<file path="src/rtl/mac_add_pkg.sv">
// Shared definitions for the pipelined MAC adder.
//   op_t     : 2-bit operation select carried alongside each op in the pipe
//   OP_*     : operation encodings (ADD, ACC, LOAD, SUB)
//   isAccOp  : true for ops that read and later rewrite the accumulator
package mac_add_pkg;

    typedef logic [1:0] op_t;

    localparam op_t OP_ADD  = 2'b00;
    localparam op_t OP_ACC  = 2'b01;
    localparam op_t OP_LOAD = 2'b10;
    localparam op_t OP_SUB  = 2'b11;

    // ACC and LOAD both end up writing acc_q, so they share the hazard logic.
    function automatic logic isAccOp(input op_t op);
        return (op == OP_ACC) || (op == OP_LOAD);
    endfunction

endpackage

</file>
<file path="src/rtl/seg_adder.sv">
// One carry-chain segment: a plain ripple of SEG_W full-adder cells.
// Ports:
//   x, y   in  SEG_W  segment operands
//   cin    in  1      carry into bit 0
//   s      out SEG_W  segment sum
//   cout   out 1      carry out of the segment MSB
//   c_msb  out 1      carry into the segment MSB (signed overflow on the top segment)
module seg_adder #(
    parameter int SEG_W = 16
) (
    input  logic [SEG_W-1:0] x,
    input  logic [SEG_W-1:0] y,
    input  logic             cin,
    output logic [SEG_W-1:0] s,
    output logic             cout,
    output logic             c_msb
);

    logic [SEG_W:0] w_carry;

    // Bit-serial ripple; w_carry[i] is the carry into bit i, so the last two
    // entries give both the carry out and the carry into the MSB.
    always_comb begin
        w_carry    = '0;
        s          = '0;
        w_carry[0] = cin;
        for (int i = 0; i < SEG_W; i++) begin
            s[i]         = x[i] ^ y[i] ^ w_carry[i];
            w_carry[i+1] = (x[i] & y[i]) | (w_carry[i] & (x[i] ^ y[i]));
        end
    end

    assign cout  = w_carry[SEG_W];
    assign c_msb = w_carry[SEG_W-1];

endmodule

</file>
<file path="src/rtl/mac_pipe_adder.sv">
// Pipelined replacement for the MAC unit's ripple adder. The WIDTH-bit carry
// chain is cut into NSEG = WIDTH/SEG_W segments, one registered stage each,
// with an elastic valid/ready handshake on both sides and an internal
// accumulator for the ACC/LOAD ops.
// Ports:
//   clk, rst_n           clock (rising edge), asynchronous active-low reset
//   in_valid / in_ready  input handshake; in_ready never depends on in_valid
//   in_op                00 ADD, 01 ACC, 10 LOAD, 11 SUB
//   in_a, in_b, in_cin   operands and carry-in (b/cin only used by ADD/SUB)
//   out_valid/out_ready  output handshake
//   out_sum              {carry_out, sum}
//   out_ovf              signed overflow of the full-width add
//   acc_q                accumulator, written when an ACC/LOAD result retires
module mac_pipe_adder
    import mac_add_pkg::*;
#(
    parameter int WIDTH = 64,
    parameter int SEG_W = 16
) (
    input  logic             clk,
    input  logic             rst_n,
    input  logic             in_valid,
    output logic             in_ready,
    input  op_t              in_op,
    input  logic [WIDTH-1:0] in_a,
    input  logic [WIDTH-1:0] in_b,
    input  logic             in_cin,
    output logic             out_valid,
    input  logic             out_ready,
    output logic [WIDTH:0]   out_sum,
    output logic             out_ovf,
    output logic [WIDTH-1:0] acc_q
);

    localparam int NSEG = WIDTH / SEG_W;

    if ((WIDTH % SEG_W) != 0 || NSEG < 1) begin : g_widthCheck
        $error("mac_pipe_adder: WIDTH must be a non-zero multiple of SEG_W");
    end

    // Stage k registers: x/y still hold the not-yet-added upper segments,
    // r_s holds the already-computed lower segments, r_c is the carry into
    // segment k.
    logic             r_v  [NSEG];
    op_t              r_op [NSEG];
    logic             r_c  [NSEG];
    logic [WIDTH-1:0] r_x  [NSEG];
    logic [WIDTH-1:0] r_y  [NSEG];
    logic [WIDTH-1:0] r_s  [NSEG];

    logic             r_accBusy;
    logic             r_outIsAcc;

    logic [SEG_W-1:0] w_segSum  [NSEG];
    logic             w_segCout [NSEG];
    logic             w_segCmsb [NSEG];
    logic [WIDTH-1:0] w_merged  [NSEG];

    logic             w_stall;
    logic             w_accept;
    logic             w_retire;
    logic [WIDTH-1:0] w_x;
    logic [WIDTH-1:0] w_y;
    logic             w_c0;

    assign w_stall  = out_valid && !out_ready;
    assign in_ready = !w_stall && !r_accBusy;
    assign w_accept = in_valid && in_ready;
    assign w_retire = out_valid && out_ready;

    // Operand selection at the pipe entry. SUB is a + ~b + 1, ACC folds the
    // current accumulator in as the second operand, LOAD adds zero.
    always_comb begin
        w_x  = in_a;
        w_y  = in_b;
        w_c0 = in_cin;
        case (in_op)
            OP_SUB: begin
                w_y  = ~in_b;
                w_c0 = 1'b1;
            end
            OP_ACC: begin
                w_y  = acc_q;
                w_c0 = 1'b0;
            end
            OP_LOAD: begin
                w_y  = '0;
                w_c0 = 1'b0;
            end
            default: begin
                w_y  = in_b;
                w_c0 = in_cin;
            end
        endcase
    end

    for (genvar k = 0; k < NSEG; k++) begin : g_seg
        seg_adder #(
            .SEG_W (SEG_W)
        ) u_seg (
            .x     (r_x[k][k*SEG_W +: SEG_W]),
            .y     (r_y[k][k*SEG_W +: SEG_W]),
            .cin   (r_c[k]),
            .s     (w_segSum[k]),
            .cout  (w_segCout[k]),
            .c_msb (w_segCmsb[k])
        );
    end

    // Drop each stage's freshly computed segment into its partial result so
    // the next stage (or the output register) sees all segments so far.
    always_comb begin
        for (int k = 0; k < NSEG; k++) begin
            w_merged[k]                    = r_s[k];
            w_merged[k][k*SEG_W +: SEG_W] = w_segSum[k];
        end
    end

    // Pipeline, output register and accumulator. Every stage advances together
    // unless the output is stalled; bubbles are moved like ops so latency is
    // fixed at NSEG. acc_busy spans from accepting an ACC/LOAD until its
    // result retires, which keeps a single accumulator op in flight and lets
    // the next ACC read an up-to-date acc_q at the pipe entry.
    always_ff @(posedge clk or negedge rst_n) begin
        if (!rst_n) begin
            for (int k = 0; k < NSEG; k++) begin
                r_v[k]  <= 1'b0;
                r_op[k] <= OP_ADD;
                r_c[k]  <= 1'b0;
                r_x[k]  <= '0;
                r_y[k]  <= '0;
                r_s[k]  <= '0;
            end
            out_valid  <= 1'b0;
            out_sum    <= '0;
            out_ovf    <= 1'b0;
            r_outIsAcc <= 1'b0;
            r_accBusy  <= 1'b0;
            acc_q      <= '0;
        end else begin
            if (!w_stall) begin
                r_v[0] <= w_accept;
                if (w_accept) begin
                    r_op[0] <= in_op;
                    r_x[0]  <= w_x;
                    r_y[0]  <= w_y;
                    r_c[0]  <= w_c0;
                    r_s[0]  <= '0;
                end
                for (int k = 1; k < NSEG; k++) begin
                    r_v[k] <= r_v[k-1];
                    if (r_v[k-1]) begin
                        r_op[k] <= r_op[k-1];
                        r_x[k]  <= r_x[k-1];
                        r_y[k]  <= r_y[k-1];
                        r_c[k]  <= w_segCout[k-1];
                        r_s[k]  <= w_merged[k-1];
                    end
                end
                out_valid <= r_v[NSEG-1];
                if (r_v[NSEG-1]) begin
                    out_sum    <= {w_segCout[NSEG-1], w_merged[NSEG-1]};
                    out_ovf    <= w_segCmsb[NSEG-1] ^ w_segCout[NSEG-1];
                    r_outIsAcc <= isAccOp(r_op[NSEG-1]);
                end
            end

            if (w_accept && isAccOp(in_op)) begin
                r_accBusy <= 1'b1;
            end else if (w_retire && r_outIsAcc) begin
                r_accBusy <= 1'b0;
            end

            if (w_retire && r_outIsAcc) begin
                acc_q <= out_sum[WIDTH-1:0];
            end
        end
    end

endmodule

</file>
<file path="config.mk">
export PLATFORM = sky130hd
export DESIGN_NAME = mac_pipe_adder
export DESIGN_NICKNAME = d
export VERILOG_FILES = /design/src/rtl/mac_add_pkg.sv /design/src/rtl/seg_adder.sv /design/src/rtl/mac_pipe_adder.sv
export SDC_FILE = /design/constraint.sdc
export NUM_CORES = 1
export LEC_CHECK = 0
export BUFFER_PORTS_ARGS = -buffer_cell sky130_fd_sc_hd__buf_4
export CAP_MARGIN = 20
export CORE_MARGIN = 2
export CORE_UTILIZATION = 55
export DETAILED_ROUTE_END_ITERATION = 6
export PLACE_DENSITY = 0.76
export SLEW_MARGIN = 15
export SYNTH_ARGS = -nofsm -noshare
export SYNTH_HDL_FRONTEND = slang
export SYNTH_SLANG_ARGS = --single-unit
</file>
<file path="constraint.sdc">
create_clock -name clk -period 9.7 [get_ports clk]
set_input_delay 1.94 -clock clk [delete_from_list [all_inputs] [get_ports clk]]
set_output_delay 1.94 -clock clk [all_outputs]
set_load 0.01 [all_outputs]
</file>
======== Word level (Yosys, flattened, before mapping) ========
Cells that the tools add are included.
operators by class
  $add $sub $neg .......................... 0
  $mul .................................... 0
  div/mod/pow operators ................... 0
  order comparisons ....................... 0
  eq/ne operators ......................... 5
  shift operators ......................... 0
  muxes and demuxes ....................... 4
  bitwise operators ....................... 323
  reductions and logical operators ........ 18
operators by type and width
  operator                                                          count
  64-bit one-hot mux with 3 select lines                            1
  1-bit XOR                                                         129
  1-bit bitwise AND                                                 128
  64-bit NOT                                                        1
  1-bit OR                                                          64
  2-bit AND reduction                                               5
  2-bit == test (second input constant)                             3
  1-bit logical AND                                                 6
  2-bit by 1-bit == test with 1-bit output (second input constant)  2
  1-bit logical NOT                                                 3
  1-bit logical OR                                                  2
  1-bit two-way mux                                                 2
  1-bit one-hot mux with 2 select lines                             1
  2-bit nonzero test                                                1
  2-bit OR reduction                                                1
  1-bit NOT                                                         1
word-level totals
  register bits after elaboration ......... 757
  latch bits .............................. 0
  memory bits (writable) .................. 0
  bits in read-only memories .............. 0
  bits of input ports ..................... 135
  output and inout bits ................... 132
  logic and storage cells ................. 379
  memories kept ........................... 0

======== Longest topological paths before layout ========
Gate-level depths: netlist of run 1.
  depth in word-level cells ............... 34
  depth in mapped cells ................... 21
  mapped depth without buffers ............ 21

======== By module ========
Synthesis of run 1 repeated with hierarchy kept, for this count alone.
unflattened totals
  cell total of the unflattened synthesis .. 1620
  area total of the unflattened synthesis .. 23927.9 um^2
modules (own cells, without submodules)
  module          instances  cells an instance  area an instance (um^2)  seq. area each (um^2)
  mac_pipe_adder  1          1516               22496.6                  14138.6
  seg_adder       4          26                 357.8                    0.0

======== Worst setup path after synthesis of run 1 ========
No wires, ideal clock.
  path type ............................... reg-to-reg
  start point ............................. reg r_c[1] in the netlist's numbering
  end point ............................... reg r_s[47] in the netlist's numbering
  data arrival time ....................... 7.499 ns
  setup slack ............................. 2.118 ns
  cell stages (with the launch flop) ...... 21
  clock period less this slack ............ 7.582 ns
  cells stage by stage .................... dfrtp_1 -> fa_1 -> inv_1 -> fa_1 -> inv_1 -> fa_1 -> fa_1 -> fa_1 -> fa_1 -> fa_1 -> fa_1 -> fa_1 -> fa_1 -> fa_1 -> fa_1 -> fa_1 -> fa_1 -> fa_1 -> inv_1 -> fa_1 -> o21ai_0
on the way
  longest elaborated chain between the ends .. 31
RTL lines
  element                           line                   RTL
  start: declaration                mac_pipe_adder.sv:46   logic r_c [NSEG];
  start signal: indexed assignment  mac_pipe_adder.sv:156  r_c[k] <= w_segCout[k-1];
  1-bit bitwise AND                 seg_adder.sv:29        w_carry[i+1] = (x[i] & y[i]) | (w_carry[i] & (x[i] ^ y[i]));
  1-bit OR                          seg_adder.sv:29
  1-bit bitwise AND                 seg_adder.sv:29
  1-bit OR                          seg_adder.sv:29
  1-bit bitwise AND                 seg_adder.sv:29
  1-bit OR                          seg_adder.sv:29
  1-bit bitwise AND                 seg_adder.sv:29
  1-bit OR                          seg_adder.sv:29
  [... 15 more ...]                 n/a
  1-bit OR                          seg_adder.sv:29
  1-bit bitwise AND                 seg_adder.sv:29
  1-bit OR                          seg_adder.sv:29
  1-bit bitwise AND                 seg_adder.sv:29
  1-bit OR                          seg_adder.sv:29
  1-bit bitwise AND                 seg_adder.sv:29
  1-bit OR                          seg_adder.sv:29
  1-bit XOR                         seg_adder.sv:28        s[i] = x[i] ^ y[i] ^ w_carry[i];
  end signal: indexed assignment    mac_pipe_adder.sv:157  r_s[k] <= w_merged[k-1];
  end: declaration                  mac_pipe_adder.sv:49   logic [WIDTH-1:0] r_s [NSEG];
No other way between the ends.
A chain may end at the register's enable or synchronous reset.

======== Worst setup path after layout of run 1 ========
Same ends and word-level chain as after synthesis.

==> results of run 1 <==
==> Yosys cell counts (all sizes together), types with 2 or more instances <==
| master | n | area (sq um) |
|---|---|---|
| nor2 | 2 | 7.510 |
| clkbuf | 46 | 172.7 |
| nor2b | 65 | 406.6 |
| a221oi | 64 | 560.5 |
| fa | 64 | 1281 |
| buf | 59 | 410.4 |
| o21ai | 101 | 505.5 |
| dfrtp | 565 | 14140 |
| nand2b | 3 | 18.77 |
| ha | 3 | 37.54 |
| mux2 | 477 | 5371 |
| o31ai | 64 | 480.5 |
| mux2i | 2 | 20.02 |
| nand2 | 6 | 35.03 |
| inv | 99 | 371.6 |
==> worst max-delay path: cells and delay by family, from the launching register on <==
kind / cells / cell delay [ns]
adders and majority gates: 16 / 7.08
DFF: 1 / 0.40
buffers and inverters: 3 / 0.27
AOI/OAI and AO/OA: 1 / 0.16
==> logic make-up (layout without fill, tap and decap cells) <==
group | Yosys count | in the layout | share of synthesized area [%]
flip-flops | 565 | 565 | 59.28
multiplexers | 479 | 479 | 22.61
AO/OA/AOI/OAI | 230 | 230 | 6.521
buffers and inverters | 204 | 479 | 4.003
AND/OR/NAND/NOR | 77 | 77 | 1.983
adder cells (fa/ha/maj) | 67 | 67 | 5.530
XOR/XNOR | 2 | 2 | 0.07346
other | 0 | 3 | 0
==> cells in the final DEF, fill, tap and decap left out, types with 2 or more instances in the layout <==
| cell | n |
|---|---|
| a221oi_1 | 64 |
| buf_12 | 2 |
| buf_4 | 274 |
| bufinv_16 | 2 |
| clkbuf_1 | 14 |
| clkbuf_16 | 59 |
| clkbuf_8 | 19 |
| clkinv_2 | 6 |
| dfrtp_1 | 565 |
| diode_2 | 3 |
| fa_1 | 64 |
| ha_4 | 3 |
| inv_1 | 99 |
| mux2_1 | 163 |
| mux2_2 | 314 |
| mux2i_1 | 2 |
| nand2_1 | 2 |
| nand2_4 | 3 |
| nand2b_4 | 2 |
| nor2b_1 | 64 |
| o21ai_0 | 97 |
| o21ai_1 | 4 |
| o31ai_1 | 64 |
==> report_power, final <==
part | internal (mW) | total (mW) | switching (mW)
clock network | 1.31 | 2.20 | 0.897
registers | 3.51 | 4.27 | 0.759
logic | 1.65 | 2.96 | 1.31
total | 6.47 | 9.44 | 2.97
==> layer usage <==
| layer | track usage, % | up-vias |
|---|---|---|
| li1 | - | 6175 |
| met1 | 31.79 | 7308 |
| met2 | 38.68 | 304 |
| met3 | 4.047 | 97 |
| met4 | 8.247 | 2 |
| met5 | 0 | - |
==> state kept, by name, summed over array words and instances, names as in the netlist, 4 cells and up <==
signal   flops
acc_q       64
out_sum     65
r_c          4
r_op         8
r_s         96
r_v          4
r_x        160
r_y        160
==> area by class of cell <==
class / count / area [sq um]
flip-flops and latches: 565 / 14140
fillers: 3141 / 14830
inverters: 99 / 371.6
multi-input cells: 855 / 8862
clock inverters: 10 / 107.6
diodes: 3 / 7.507
repair buffers: 278 / 2140
well taps: 585 / 732.0
clock buffers: 92 / 1790
==> through the flow <==
step | instances | hold WS (ns) | cell area [sq um]
CTS | 2483 | 0.4788 | 28110
detailed placement | 2381 | 0.4664 | 26220
global placement | 2381 | 0.4615 | 26220
floorplan | 1624 | 0.4503 | 23850
finish | 2487 | 0.4744 | 28150
global route | 2486 | 0.4917 | 28150
==> final timing paths <==
path	endpoint	start	cells after the start
max	r_s[47]	r_c[1]	20
min	r_y[60]	r_y[124]	1
max reg2reg	r_s[47]	r_c[1]	20
min reg2reg	r_y[60]	r_y[124]	1
max in group asynchronous	acc_q[16]	rst_n	2
min in group asynchronous	r_y[54]	rst_n	1
==> flow_summary.ini, run 1 <==
[synth]
synth_seq_cells = 565
syn-num-nets = 1826
syn_area_sq_um = 23850
synth_edf_count = 0
ys_seq_area_share_pct = 59.28
synth.distinct_cells = 25
ys_warn_count = 0
synthCells = 1624
ys.flop_type = dfrtp_1
syn_area_per_cell_sq_um = 14.69
synth_async_sr_flop_share_pct = 100.0

[power_and_ir_drop]
power.density_nw_per_um2 = 335.4
power_mw = 9.441
max-vdd-ir-drop_mv = 0.1650
p_leak_nw = 13.19

[placed_design]
place_ws_ns = 1.633
gp_congestion = 0.7726
io_buffers = 266
dp_hpwl_um = 31620

[setup_path]
crit_type = flip-flop to flip-flop
cp_slowest_cell = fa_1
critPathArrivalTime_ns = 8.52
path_cells = fa_1, inv_1, fa_1, inv_1, fa_1, fa_1, fa_1, fa_1, fa_1, fa_1, fa_1, fa_1, fa_1, fa_1, fa_1, fa_1, fa_1, inv_1, fa_1, o21ai_0
slowest_delay_ns = 0.48
startpoint_type = flip-flop
end_kind = flip-flop
r2r_slack_ns = 1.69
crit_required_ns = 10.21
critPathMostFrequentCell = fa_1
cp_max_fo = 2

[floorplan]
io_pins = 267
die_w_um = 212.2
core_area_sq_um = 42980
dieArea_sq_um = 45040
die_y_um = 212.2
num_rows = 76
start_util_pct = 55.49

[detailed_routing]
route.met2.wl_um = 25360
drt_wl_total_um = 51590
avgViaCountPerCell = 5.583
wl_met3_um = 2507
drc = 0
drt_iter0_markers = 766
top_layer = met5
ant_nets = 0
wl_met1_um = 22180
first_pass_iters = 5
num_vias = 13886
wire_per_inst_um = 20.74

[timing]
fin_ws_ns = 1.686
tightestPinTransition_ns = 1.100
setup_viol = 0
maxSlewViolCount = 0
min_period_ns = 8.014
tns_ns = 0
max_slew_margin_pct = 26.67
hold_viol = 0
grt_setup_unrepaired = false
fin_crit_sh_pct = 82.62
fin_skew_ns = 0.01728
clock.fmax_mhz = 124.8

[global_route]
grt_pass1_wl_um = 81470
grt.total_usage_pct = 23.48
antenna_found_initial = 4
grt_pass1_vias = 14607
grt-ovfl-total = 0
grt_max_degree = 169

[cts]
clock_latency_ns = 0.60
cts-resized-gates = 0
clock_sinks = 565
path_clk_slew_ns = 0.06
cts_setup_buffers = 0
cts_buffer_depth = 3
htreeDepth = 2
cts-buffers-inserted = 57
root_buffer = clkbuf_16
cts_tree = yes
hold_buffers = 0

[worst_hold_path]
hold_class = flip-flop to flip-flop

[finish]
area_delta_synth_final_pct = 18.03
drive_gt1_share_pct = 36.44
nets = 2058
utilization_pct = 65.49

[status]
outcome = finished clean

[job]
drv_cap = 0
Power figures use the tool's default switching activity.
==> run 2, diff against run 1 <==
==> constraint.sdc (replaced) <==
create_clock -name clk -period 8.3 [get_ports clk]
set_input_delay 1.66 -clock clk [delete_from_list [all_inputs] [get_ports clk]]
set_output_delay 1.66 -clock clk [all_outputs]
set_load 0.01 [all_outputs]
==> run 2 against run 1 <==
Net effect: hold slack improved by 0.0039 ns; cell area fell by 0.13%; register-to-register slack got worse by 1.3 ns; clock skew fell by 0.0040 ns.
==> flow_summary.ini, run 2 (same netlist as run 1, synthesis figures left out) <==
[worst_hold_path]
hold_end = r_x[248]
hold_class = flip-flop to flip-flop
hold_depth = 1
hold_start = r_x[248]

[detailed_routing]
ant_nets = 0
drt_wl_total_um = 51790
first_pass_iters = 5
drt_iter0_markers = 778
wire_per_inst_um = 20.82
num_vias = 13892
drc = 0
avgViaCountPerCell = 5.586

[floorplan]
die_y_um = 212.2
start_util_pct = 55.49
io_pins = 267
dieArea_sq_um = 45040
num_rows = 76
die_w_um = 212.2
core_area_sq_um = 42980

[finish]
multiInputGateArea_sq_um = 8865
fillers = 3155
largestRegisters = r_x x160, r_y x160, r_s x96
drive_gt1_share_pct = 36.47
final_cell_mix = dfrtp_1, mux2_2, buf_4, mux2_1, inv_1
area_delta_synth_final_pct = 17.87
ff_latch_area_sq_um = 14140
nets = 2059
fin_area_sq_um = 28110
mostFrequentLayoutCell = dfrtp_1

[job]
drv_cap = 0

[cts]
path_clk_slew_ns = 0.06
cts-buffers-inserted = 57
cts_tree = yes
cts_buffer_depth = 3
root_buffer = clkbuf_16
htreeDepth = 2
clock_sinks = 565
clock_latency_ns = 0.61

[timing]
fin_crit_sh_pct = 95.21
tightestPinTransition_ns = 1.099
maxSlewViolCount = 0
grt_setup_unrepaired = false
max_slew_margin_pct = 26.59
clock.fmax_mhz = 126.5
fin_skew_ns = 0.01328
tns_ns = 0
min_period_ns = 7.902
hold_viol = 0
setup_viol = 0

[power_and_ir_drop]
power.density_nw_per_um2 = 391.4
p_leak_nw = 13.15
max-vdd-ir-drop_mv = 0.1991

[setup_path]
cp-startpoint = r_c[1]
crit_required_ns = 8.81
end_kind = flip-flop
r2r_slack_ns = 0.40
crit_type = flip-flop to flip-flop
critPathArrivalTime_ns = 8.41
r2r-end = r_s[47]
cp_max_fo = 2
r2r_cells = 20
r2r-start = r_c[1]
startpoint_type = flip-flop

[global_route]
grt-ovfl-total = 0
grt_max_degree = 166
grt_pass1_wl_um = 82740
antenna_found_initial = 2
grt_pass1_vias = 14943
grt.total_usage_pct = 23.89

[placed_design]
post_dp_cell_area_sq_um = 26240
io_buffers = 266
dp_hpwl_um = 32200
gp_congestion = 0.7754

[status]
outcome = finished clean
==> run 2: layer usage <==
metal,vias to the layer above,global-route usage (%),wire [um]
li1,6189,-,-
met1,7310,32.39,22360
met2,302,39.21,25560
met3,91,4.594,2376
met4,0,7.837,1491
met5,-,0,0
==> run 2: worst max-delay path by stage <==
stage              end  slack [ns]  depth (start not counted)
2_1_floorplan  r_s[47]        0.72                         20
3_3_place_gp   r_s[47]        0.31                         20
3_5_place_dp   r_s[47]        0.26                         20
4_1_cts        r_s[47]        0.25                         20
5_1_grt        r_s[47]        0.07                         20
6_report       r_s[47]        0.40                         20
==> run 2: critical path, cell delays in order, from the launching register on <==
cell	delay, ns
dfrtp_1	0.40
fa_1	0.44
inv_1	0.10
fa_1	0.22
inv_1	0.08
fa_1	0.47
fa_1	0.47
fa_1	0.47
fa_1	0.46
fa_1	0.47
fa_1	0.46
fa_1	0.47
fa_1	0.47
fa_1	0.47
fa_2	0.41
fa_1	0.45
fa_1	0.46
fa_1	0.42
inv_1	0.09
fa_1	0.38
o21ai_0	0.16
==> run 2: what timing repair did <==
item,CTS,global route
gates resized for setup,0,1
endpoints found under the setup margin,0,1
hold buffers,0,0
buffers inserted,0,0
==> run 2: area by class of cell <==
class | instances | share of cell area [%]
timing repair buffer | 279 | 7.682
tap | 585 | 2.604
sequential | 565 | 50.29
clock buffer | 83 | 5.893
inverter | 99 | 1.322
antenna | 2 | 0.01780
clock inverter | 19 | 0.6543
multi-input combinational | 855 | 31.53
==> run 2: power by group <==
part,internal [mW],switching [mW]
combinational,1.94,1.54
clock,1.47,1.05
sequential,4.11,0.895
total,7.52,3.49
==> run 2: per-stage QoR <==
step | setup WS (ns) | utilization, % | hold slack, ns | instances | power (mW)
4_1_cts | 0.2485 | 65.32 | 0.4815 | 2484 | 11.13
2_1_floorplan | 0.7184 | - | 0.4503 | 1624 | 7.138
3_5_place_dp | 0.2630 | 61.04 | 0.4646 | 2382 | 8.558
5_1_grt | 0.06885 | 65.40 | 0.4944 | 2486 | 11.78
6_report | 0.3977 | 65.41 | 0.4784 | 2487 | 11.00
3_3_place_gp | 0.3148 | 61.00 | 0.4617 | 2381 | 8.310
